<file path="src/rtl/majority_pkg.sv">
// majority_pkg -- shared constants for the majority voter slice.
//   MODE_BITWISE / MODE_WORD : voting mode selectors
//   *_MIN / *_MAX            : legal parameter ranges
//   CNT_W                    : width of the per-channel mismatch counters
//   n_ch_ok()                : legality test for the channel count
package majority_pkg;

    localparam int MODE_BITWISE    = 32'sd0;
    localparam int MODE_WORD       = 32'sd1;

    localparam int N_CH_MIN        = 32'sd3;
    localparam int N_CH_MAX        = 32'sd7;
    localparam int WIDTH_MIN       = 32'sd1;
    localparam int WIDTH_MAX       = 32'sd32;
    localparam int FAULT_LIMIT_MIN = 32'sd1;
    localparam int FAULT_LIMIT_MAX = 32'sd15;

    localparam int CNT_W           = 32'sd4;

    // A channel count is legal when it is odd and inside the supported range.
    function automatic bit n_ch_ok(input int n);
        return (n >= N_CH_MIN) && (n <= N_CH_MAX) && (n[0] == 1'b1);
    endfunction

endpackage

</file>
<file path="src/rtl/majority_bit.sv">
// majority_bit -- combinational popcount majority of one bit column.
//   bits : one bit from each of the N_CH channels
//   maj  : 1 when more than N_CH/2 of the bits are 1
module majority_bit
    import majority_pkg::*;
#(
    parameter int N_CH = 3
) (
    input  logic [N_CH-1:0] bits,
    output logic            maj
);

    localparam logic [CNT_W-1:0] HALF_C = CNT_W'((N_CH - 32'sd1) >>> 32'sd1);

    logic [CNT_W-1:0] ones_s;

    // Count the ones in the column.
    always_comb begin
        ones_s = {CNT_W{1'b0}};
        for (int i = 0; i < N_CH; i++) begin
            ones_s = ones_s + {{(CNT_W-1){1'b0}}, bits[i]};
        end
    end

    assign maj = (ones_s > HALF_C);

endmodule

</file>
<file path="src/rtl/majority_voter.sv">
// majority_voter -- N-channel redundant voter with per-channel fault tracking.
//   clk, rst_n            : clock, async active-low reset
//   in_valid / in_ready   : sample handshake; data_in packs channel i at [i*WIDTH +: WIDTH]
//   clear_fail            : pulse that clears all mismatch counters and ch_fail
//   out_valid / out_ready : result handshake for data_out, vote_ok, disagree
//   ch_fail               : sticky per-channel failure flags
// MODE 0 votes each bit column independently; MODE 1 votes whole words and
// reports vote_ok=0 (holding the previous word) when no word has a majority.
module majority_voter
    import majority_pkg::*;
#(
    parameter int N_CH        = 3,
    parameter int WIDTH       = 8,
    parameter int MODE        = 0,
    parameter int FAULT_LIMIT = 3
) (
    input  logic                 clk,
    input  logic                 rst_n,
    input  logic                 in_valid,
    output logic                 in_ready,
    input  logic [N_CH*WIDTH-1:0] data_in,
    input  logic                 clear_fail,
    output logic                 out_valid,
    input  logic                 out_ready,
    output logic [WIDTH-1:0]     data_out,
    output logic                 vote_ok,
    output logic [N_CH-1:0]      disagree,
    output logic [N_CH-1:0]      ch_fail
);

    // Illegal parameterisations stop elaboration.
    if (!n_ch_ok(N_CH)) begin : g_bad_n_ch
        $fatal(1, "majority_voter: N_CH must be odd and within 3..7");
    end
    if ((WIDTH < WIDTH_MIN) || (WIDTH > WIDTH_MAX)) begin : g_bad_width
        $fatal(1, "majority_voter: WIDTH must be within 1..32");
    end
    if ((MODE != MODE_BITWISE) && (MODE != MODE_WORD)) begin : g_bad_mode
        $fatal(1, "majority_voter: MODE must be 0 or 1");
    end
    if ((FAULT_LIMIT < FAULT_LIMIT_MIN) || (FAULT_LIMIT > FAULT_LIMIT_MAX)) begin : g_bad_limit
        $fatal(1, "majority_voter: FAULT_LIMIT must be within 1..15");
    end

    localparam logic [CNT_W-1:0] LIMIT_C = CNT_W'(FAULT_LIMIT);
    localparam logic [CNT_W-1:0] HALF_C  = CNT_W'((N_CH - 32'sd1) >>> 32'sd1);

    logic [WIDTH-1:0] ch_s [N_CH];
    logic [WIDTH-1:0] vote_word_s;
    logic             vote_ok_s;
    logic [N_CH-1:0]  disagree_s;
    logic             accept_s;

    logic             out_valid_r;
    logic [WIDTH-1:0] data_out_r;
    logic             vote_ok_r;
    logic [N_CH-1:0]  disagree_r;
    logic [N_CH-1:0]  fail_r;
    logic [CNT_W-1:0] cnt_r     [N_CH];
    logic [CNT_W-1:0] cnt_nxt_s [N_CH];

    for (genvar i = 0; i < N_CH; i++) begin : g_unpack
        assign ch_s[i] = data_in[i*WIDTH +: WIDTH];
    end

    if (MODE == MODE_BITWISE) begin : g_bitwise
        logic [WIDTH-1:0] bitwise_s;
        for (genvar b = 0; b < WIDTH; b++) begin : g_col
            logic [N_CH-1:0] col_s;
            for (genvar i = 0; i < N_CH; i++) begin : g_pick
                assign col_s[i] = ch_s[i][b];
            end
            majority_bit #(.N_CH(N_CH)) u_bit (
                .bits (col_s),
                .maj  (bitwise_s[b])
            );
        end
        assign vote_word_s = bitwise_s;
        assign vote_ok_s   = 1'b1;
    end else begin : g_word
        logic [WIDTH-1:0] word_s;
        logic             found_s;
        logic [CNT_W-1:0] agree_v;

        // Pick the first channel whose word is shared by a majority; without
        // one the previous output word is repeated.
        always_comb begin
            word_s  = data_out_r;
            found_s = 1'b0;
            agree_v = {CNT_W{1'b0}};
            for (int i = 0; i < N_CH; i++) begin
                agree_v = {CNT_W{1'b0}};
                for (int j = 0; j < N_CH; j++) begin
                    if (ch_s[j] == ch_s[i]) begin
                        agree_v = agree_v + {{(CNT_W-1){1'b0}}, 1'b1};
                    end else begin
                        agree_v = agree_v;
                    end
                end
                if (!found_s && (agree_v > HALF_C)) begin
                    word_s  = ch_s[i];
                    found_s = 1'b1;
                end else begin
                    found_s = found_s;
                end
            end
        end

        assign vote_word_s = word_s;
        assign vote_ok_s   = found_s;
    end

    assign in_ready = !out_valid_r || out_ready;
    assign accept_s = in_valid && in_ready;

    // Per-channel disagreement; a failed word vote flags every channel.
    always_comb begin
        disagree_s = {N_CH{1'b1}};
        if (vote_ok_s) begin
            for (int i = 0; i < N_CH; i++) begin
                disagree_s[i] = (ch_s[i] != vote_word_s);
            end
        end else begin
            disagree_s = {N_CH{1'b1}};
        end
    end

    // Next mismatch count: saturating increment on mismatch, zero on match.
    always_comb begin
        for (int i = 0; i < N_CH; i++) begin
            cnt_nxt_s[i] = cnt_r[i];
            if (disagree_s[i]) begin
                if (cnt_r[i] >= LIMIT_C) begin
                    cnt_nxt_s[i] = LIMIT_C;
                end else begin
                    cnt_nxt_s[i] = cnt_r[i] + {{(CNT_W-1){1'b0}}, 1'b1};
                end
            end else begin
                cnt_nxt_s[i] = {CNT_W{1'b0}};
            end
        end
    end

    // Result register: load on accept, drop valid after a bare handshake.
    always_ff @(posedge clk or negedge rst_n) begin
        if (!rst_n) begin
            out_valid_r <= 1'b0;
            data_out_r  <= {WIDTH{1'b0}};
            vote_ok_r   <= 1'b0;
            disagree_r  <= {N_CH{1'b0}};
        end else if (accept_s) begin
            out_valid_r <= 1'b1;
            data_out_r  <= vote_word_s;
            vote_ok_r   <= vote_ok_s;
            disagree_r  <= disagree_s;
        end else if (out_ready) begin
            out_valid_r <= 1'b0;
        end else begin
            out_valid_r <= out_valid_r;
        end
    end

    // Fault tracking; clear_fail takes priority over a coincident sample and
    // samples without a valid vote leave the state untouched.
    always_ff @(posedge clk or negedge rst_n) begin
        if (!rst_n) begin
            for (int i = 0; i < N_CH; i++) begin
                cnt_r[i] <= {CNT_W{1'b0}};
            end
            fail_r <= {N_CH{1'b0}};
        end else if (clear_fail) begin
            for (int i = 0; i < N_CH; i++) begin
                cnt_r[i] <= {CNT_W{1'b0}};
            end
            fail_r <= {N_CH{1'b0}};
        end else if (accept_s && vote_ok_s) begin
            for (int i = 0; i < N_CH; i++) begin
                cnt_r[i] <= cnt_nxt_s[i];
                if (cnt_nxt_s[i] == LIMIT_C) begin
                    fail_r[i] <= 1'b1;
                end else begin
                    fail_r[i] <= fail_r[i];
                end
            end
        end else begin
            fail_r <= fail_r;
        end
    end

    assign out_valid = out_valid_r;
    assign data_out  = data_out_r;
    assign vote_ok   = vote_ok_r;
    assign disagree  = disagree_r;
    assign ch_fail   = fail_r;

endmodule

</file>
<file path="config.mk">
export PLATFORM = sky130hd
export DESIGN_NAME = majority_voter
export DESIGN_NICKNAME = d
export VERILOG_FILES = /design/src/rtl/majority_pkg.sv /design/src/rtl/majority_bit.sv /design/src/rtl/majority_voter.sv
export SDC_FILE = /design/constraint.sdc
export NUM_CORES = 1
export LEC_CHECK = 0
export ABC_AREA = 1
export BUFFER_PORTS_ARGS = -buffer_cell sky130_fd_sc_hd__clkbuf_2
export CAP_MARGIN = 10
export CORE_ASPECT_RATIO = 1.1
export CORE_UTILIZATION = 48
export CTS_CLUSTER_DIAMETER = 120
export CTS_CLUSTER_SIZE = 10
export DETAILED_ROUTE_END_ITERATION = 16
export PLACE_DENSITY = 0.82
export SKIP_LAST_GASP = 1
export SLEW_MARGIN = 10
export SYNTH_ARGS = -nofsm -noshare
export SYNTH_HDL_FRONTEND = slang
export SYNTH_HIERARCHICAL = 1
export SYNTH_SLANG_ARGS = --single-unit
</file>
<file path="constraint.sdc">
create_clock -name clk -period 1.4 [get_ports clk]
set_clock_uncertainty 0.2 [all_clocks]
set_input_delay 0.28 -clock clk [delete_from_list [all_inputs] [get_ports clk]]
set_output_delay 0.28 -clock clk [all_outputs]
set_load 0.1 [all_outputs]
</file>
==> out/qor.txt, run 1 <==
largest family of logic cells by synthesized area - simple AND/OR/NAND/NOR gates
Antenna Cells - 0
initial antenna violation count - 0
sequential share of power - 36.2%
first-pass GRT wire length - 8.397 mm
Clock Path Buffers - 2
fill count - 191
RSZ-0062 raised after global routing - yes
Post-Syn Area - 0.001794 mm²
Min-Delay Endpoint - cnt_r[3]
Antenna Nets Post-Route - 0
Synth Area in Compound Gates - 5.091%
via count - 2,004
WS Path Type - register to register
Final period util - 125.3%
Rel. slew slack - 74.66%
CTS root buf - clkbuf_4
WL met3 - 252 µm
area of the multi-input gates - 0.001099 mm²
Worst IR Drop VDD - 473.3 µV
Max Cap Viol - 0
Die W - 60.30 µm
internal power - 1.524 mW
fin util - 86.95%
largest net degree at the start of global routing - 17
top sig layer - met4
power share of the combinational group - 48.1%
vias per cell - 5.048
synthesized flop and latch total - 28
mux contribution to synthesized area - 0%
Syn. warnings - 6
drt pass-1 iters - 4
vias in the first global route - 2,089
post-synthesis sequential area ratio - 39.05%
routability cong. - 0.7873
P_sw - 1.043 mW
Finished Layout Cells - 397
reg2reg end - ch_fail[0]
commonest non-fill, non-tap cell in the layout - nand2_1
core area - 0.003441 mm²
clock sinks - 28
FF+latch area - 704.4 µm²
drt wl/cell - 13.99 µm
hold slack - 0.09534 ns
max-slew violation count - 0
IO Pins - 46
nets@finish - 390
Worst Tran Pin Value - 0.3802 ns
overall routing resource usage - 28.76%
Clk pwr share - 15.8%
M1 wire length - 1.849 mm
Max Freq - 0.5699 GHz
Fin. Hold Viols - 0
Leak - 1.558 nW
clk_lat worst skew - 0.34 ns
Post-Synth Simple-Gate Area - 33.47%
xor/xnor share of the synthesized area - 4.393%
post-synthesis net count - 292
die height - 66.12 µm
Starting Density - 52.15%
share of cells above drive strength 1 - 44.13%
Hold WC Path Type - input port to register
CP startpoint kind - register
CTS tree - built
R2R depth - 6
minimum setup slack after placement - -0.3795 ns
number of distinct library cells after synthesis - 21
Syn Area/Cell - 7.120 µm²
CTS buffer count - 3
die area - 0.003987 mm²
Tmin final - 1.755 ns
Synth Instances - 252
pwr dens - 858.2 mW/mm²
Site Rows - 22
Adder-Cell Fraction of Synth Area - 7.671%
Post-Route WL - 5.556 mm
global route total overflow - 0
port buffer count - 45
setup violators final - 44
run status - finished, violations left
CP Max Fanout - 4
placed insts - 378
Post-DP HPWL - 3.854 mm
worst r2r src - out_valid
area grow syn2layout - 66.74%
Hold Path Origin - clear_fail
hold path depth - 4
met2 wire length - 3.129 mm
htree depth - 1
commonest non-fill, non-tap cells in the layout - 89 x nand2_1, 38 x buf_4, 36 x inv_1, 28 x clkbuf_2, 27 x dfrtp_1
Residual DRC - 0
CP Capture Type - register
initial drt markers - 105
Worst R2R Setup Slack - -0.35 ns
Sw Share - 40.63%
crit path DAT - 1.82 ns
setup slack after layout - -0.3547 ns
failing checks - negative setup slack
Reg clk slew, reported paths - 0.16 ns
Crit path required time - 1.46 ns
worst max-delay path by stage:
stage | from | end | depth (start not counted)
2_1_floorplan | out_valid | data_out[4] | 5
3_3_place_gp | data_in[19] | cnt_r[9] | 10
3_5_place_dp | data_in[3] | cnt_r[0] | 10
4_1_cts | out_valid | in_ready | 3
5_1_grt | out_valid | ch_fail[0] | 6
6_report | out_valid | ch_fail[0] | 6
logic make-up (layout without fill, tap and decap cells):
group / Yosys count / after routing
and+or+nand+nor: 143 / 143
buffers and inverters: 48 / 145
DFF: 28 / 28
AOI/OAI and AO/OA: 13 / 13
adders and majority gates: 11 / 11
xor gates and xnor gates: 9 / 9
power groups by stage:
stage	Combinational [mW]	Sequential [mW]	Clock, mW
detailed placement	1.14	0.943	0
CTS	1.20	0.926	0.394
global route	1.31	0.933	0.429
global placement	1.09	0.942	0
finish	1.23	0.929	0.405
floorplan	0.348	1.24	0
registers in the layout, summed over array words and instances (netlist names):
| signal | flops |
|---|---|
| ch_fail | 3 |
| cnt_r | 12 |
| data_out | 8 |
| disagree | 3 |
| out_valid | 1 |
| vote_ok | 1 |
final cells by class:
| type | instances | area share (%) |
|---|---|---|
| clock buffer | 4 | 1.213 |
| inverter | 46 | 5.939 |
| multi-input combinational | 176 | 36.72 |
| sequential | 28 | 23.55 |
| tap | 48 | 2.008 |
| timing repair buffer | 95 | 30.57 |
synth_stat cells (all sizes together):
cell type	instances	area, µm²
a31oi	3	18.77
nor2	23	96.35
nor3	1	10.01
nand3b	3	22.52
nand3	9	60.06
nand2	106	405.4
buf	2	12.51
o21ai	6	30.03
xnor2	9	78.83
a21oi	4	42.55
or2	1	6.260
inv	46	172.7
dfrtp	28	700.7
ha	11	137.6
through the flow:
| stage | power, mW | TNS, ns | instance area [µm²] |
|---|---|---|---|
| after global placement | 2.035 | -3.259 | 2774 |
| after global routing | 2.668 | -7.947 | 2992 |
| after detailed placement | 2.078 | -4.120 | 2774 |
| final | 2.568 | -6.677 | 2992 |
| after floorplan | 1.586 | -1.864 | 1964 |
| after CTS | 2.524 | -5.509 | 2968 |
worst max-delay path, stage by stage (launching register included):
cell and delay (ns):
dfrtp_4 0.51, buf_4 0.15, a21oi_4 0.24, buf_6 0.16, buf_4 0.12, nand3_2 0.09
a21oi_2 0.21
routing by layer:
layer,vias up,GRT usage (%)
met5,-,1.587
met4,0,19.19
met3,30,4.501
met2,89,56.32
met1,931,25.49
li1,954,-
what timing repair did:
item	CTS	global route
buffers inserted	11	1
resized for setup	14	4
hold endpoints to repair	31	0
setup endpoints to repair	31	44
hold buffers	3	0
pin swaps	8	2
Power figures use the tool's default switching activity.
==> run 2, diff against run 1 <==
--- a/config.mk
+++ b/config.mk
@@ -5,15 +5,14 @@
 export SDC_FILE = /design/constraint.sdc
 export NUM_CORES = 1
 export LEC_CHECK = 0
-export ABC_AREA = 1
 export BUFFER_PORTS_ARGS = -buffer_cell sky130_fd_sc_hd__clkbuf_2
 export CAP_MARGIN = 10
 export CORE_ASPECT_RATIO = 1.1
-export CORE_UTILIZATION = 48
+export CORE_UTILIZATION = 46
 export CTS_CLUSTER_DIAMETER = 120
 export CTS_CLUSTER_SIZE = 10
 export DETAILED_ROUTE_END_ITERATION = 16
-export PLACE_DENSITY = 0.82
+export PLACE_DENSITY = 0.81
 export SKIP_LAST_GASP = 1
 export SLEW_MARGIN = 10
 export SYNTH_ARGS = -nofsm -noshare
==> run 2 against run 1 <==
Net effect: the flow finishes with violations (design-rule violations, negative setup slack); power up 17%; highest routed layer unchanged; critical path depth increased by 1; first-iteration DRC count rose by 13%; worst hold slack improved by 0.049 ns; flip-flop and latch count did not move; synthesized area down 15%; register-to-register slack worse by 0.14 ns.
==> out/qor.txt, run 2 <==
run status - finished, violations left
failing checks - design-rule violations, negative setup slack
P_sw - 1.227 mW (+18%)
Max Cap Viol - 0 (unchanged)
area grow syn2layout - 92.44%
max-slew violation count - 0 (unchanged)
htree depth - 1 (unchanged)
Main synth FF type - dfrtp_1
crit path DAT - 1.96 ns (+0.14 ns)
global route total overflow - 0 (unchanged)
Site Rows - 21 (-4.5%)
drt wl/cell - 29.58 µm (+110%)
Worst Tran Pin Value - 0.5353 ns (+0.1551 ns)
largest net degree at the start of global routing - 29 (+12)
setup violators final - 41 (-6.8%)
drt pass-1 iters - 11 (+7)
power share of the combinational group - 49.4% (+1.3 points)
internal power - 1.783 mW (+17%)
fraction of registers with async set/reset - 100.0% (unchanged)
nets@finish - 271 (-31%)
initial antenna violation count - 0 (unchanged)
Syn Area/Cell - 11.71 µm² (+65%)
share of cells above drive strength 1 - 62.61% (+18 points)
Hold Path Origin - in_valid
most instantiated cells after synthesis - 28 x dfrtp_1, 24 x xor2_1, 11 x ha_1, 11 x mux2_2, 10 x nand2_1
core area - 0.003100 mm² (-9.9%)
R2R depth - 4 (-2)
Worst IR Drop VDD - 782.0 µV (+65%)
Antenna Cells - 0 (unchanged)
hold slack - 0.1443 ns (+0.04897 ns)
Post-Route WL - 7.808 mm (+41%)
Post-Syn Area - 0.001523 mm² (-15%)
Post-synth EDFFs - 0 (unchanged)
Crit path required time - 1.45 ns (about the same)
Synth area leaders - dfrtp_1 46%, xor2_1 14%, ha_1 9.0%
number of distinct library cells after synthesis - 17 (-19%)
commonest non-fill, non-tap cell in the layout - buf_4
Post-DP HPWL - 3.417 mm (-11%)
area leader, netlist - dfrtp_1
CTS buffer count - 3 (unchanged)
Antenna Nets Post-Route - 0 (unchanged)
via count - 1,757 (-12%)
Sw Share - 40.77% (+0.14 points)
Largest Register - cnt_r
setup slack after layout - -0.5045 ns (-0.1498 ns)
IO Pins - 46 (unchanged)
sequential share of power - 31.8% (-4.4 points)
Starting Density - 49.11% (-3.0 points)
commonest non-fill, non-tap cells in the layout - 44 x buf_4, 27 x dfrtp_1, 20 x clkbuf_2, 19 x xor2_1, 19 x buf_12
most common cell in the netlist - dfrtp_1
CP startpoint kind - input port
clock sinks - 28 (unchanged)
vias per cell - 6.655 (+32%)
CP endpoint - disagree[2]
crit path launch - data_in[17]
initial drt markers - 119 (+13%)
Max Freq - 0.5251 GHz (-7.9%)
pwr dens - 1027 mW/mm² (+20%)
Fin. Hold Viols - 0 (unchanged)
Syn. warnings - 6 (unchanged)
CTS root buf - clkbuf_4
Synth top area share - 46.01% (+7.0 points)
Rel. slew slack - 64.04% (-11 points)
worst r2r src - cnt_r[9]
RSZ-0062 raised after global routing - yes
vias in the first global route - 1,662 (-20%)
Clock Path Buffers - 2 (unchanged)
clk_lat worst skew - 0.35 ns (about the same)
Reg clk slew, reported paths - 0.16 ns (about the same)
reg2reg end - ch_fail[0]
first-pass GRT wire length - 9.011 mm (+7.3%)
die area - 0.003545 mm² (-11%)
Clk pwr share - 18.7% (+2.9 points)
Residual DRC - 2 (+2)
fin util - 94.51% (+7.6 points)
post-synthesis sequential area ratio - 46.01% (+7.0 points)
Final Power - 3.010 mW (+17%)
CP Capture Type - register
CTS tree - built
CP Max Fanout - 4 (unchanged)
Hold WC Path Type - input port to register
Leak - 1.395 nW (-10%)
Worst R2R Setup Slack - -0.49 ns (-0.14 ns)
max FFs per register - 12 (unchanged)
port buffer count - 45 (unchanged)
synthesized flop and latch total - 28 (unchanged)
WS Path Type - input port to register
Synth Instances - 130 (-48%)
overall routing resource usage - 35.14% (+6.4 points)
routability cong. - 0.8411 (+6.8%)
Die W - 56.86 µm (-5.7%)
Final period util - 136.0% (+11 points)
post-synthesis net count - 170 (-42%)
die height - 62.35 µm (-5.7%)
Tmin final - 1.904 ns (+0.1498 ns)
[run 2: cell types whose count changed after synthesis, moves of 8 or more]
cell and change:
nand2_1 -93, inv_1 -34, xor2_1 +24, nor2_1 -21
mux2_2 +11, a32o_1 +9, xnor2_1 -9, a21o_1 +8
inv_2 -8
[run 2: kinds of logic (layout without fill, tap and decap cells)]
kind of cell               count (synthesis)  count (layout)  synth area share (%)
xor gates and xnor gates                  24              24                 13.80
and+or+nand+nor                           29              29                 10.03
AOI/OAI and AO/OA                         21              22                 11.17
muxes                                     11              11                 8.135
DFF                                       28              28                 46.01
buffers and inverters                      6             105                 1.807
adders and majority gates                 11              11                 9.038
[run 2: timing repair]
action / in CTS / in global routing
endpoints found under the hold margin: 28 / 0
hold buffers: 1 / 0
endpoints found under the setup margin: 37 / 43
pin swaps: 18 / 13
cloned: 0 / 1
buffers inserted: 11 / 6
gates resized for setup: 26 / 27
[run 2: area by class of cell]
class                           instances  area, µm²
Fill cell                              84      170.2
Clock inverter                          1      30.03
Clock buffer                            3      22.52
Multi-Input combinational cell         97       1134
Sequential cell                        28      704.4
Tap cell                               34      42.54
Inverter                                4      15.01
Timing Repair Buffer                   97      982.2
[run 2: routing by layer]
metal	global-route usage [%]	part of all wire, %	up-vias
met5	0	0	-
met4	21.95	9.6	0
met3	4.792	8.7	64
met2	59.67	47	180
met1	41.41	35	846
li1	-	-	667
[run 2: worst max-delay path, stage by stage]
cell and delay (ns):
clkbuf_8 0.13, ha_4 0.25, a21o_4 0.24, xor2_2 0.18
nor4_4 0.42, nand2_2 0.16, mux2_4 0.30
[run 2: worst min-delay path by stage]
stage            endpoint  cells after the start
3_5_place_dp    out_valid                      2
5_1_grt         out_valid                      2
3_3_place_gp    out_valid                      2
4_1_cts         out_valid                      2
2_1_floorplan  ch_fail[0]                      0
6_report        out_valid                      2
[run 2: stage by stage]
step                      instances  instance area, µm²  TNS (ns)  setup slack [ns]
final                           264                2930    -9.072           -0.5045
after global routing            264                2930    -9.560           -0.5057
after CTS                       257                2749    -5.922           -0.3670
after detailed placement        242                2439    -12.65           -0.9683
after global placement          242                2439    -9.911           -0.7577
after floorplan                 130                1644    -10.49           -0.4423
[run 2: power groups by stage]
| stage | clock network (mW) | logic, mW | registers, mW |
|---|---|---|---|
| floorplan | 0 | 0.267 | 1.32 |
| global placement | 0 | 1.11 | 0.953 |
| detailed placement | 0 | 1.16 | 0.960 |
| CTS | 0.545 | 1.28 | 0.945 |
| global route | 0.590 | 1.51 | 0.960 |
| finish | 0.564 | 1.49 | 0.958 |
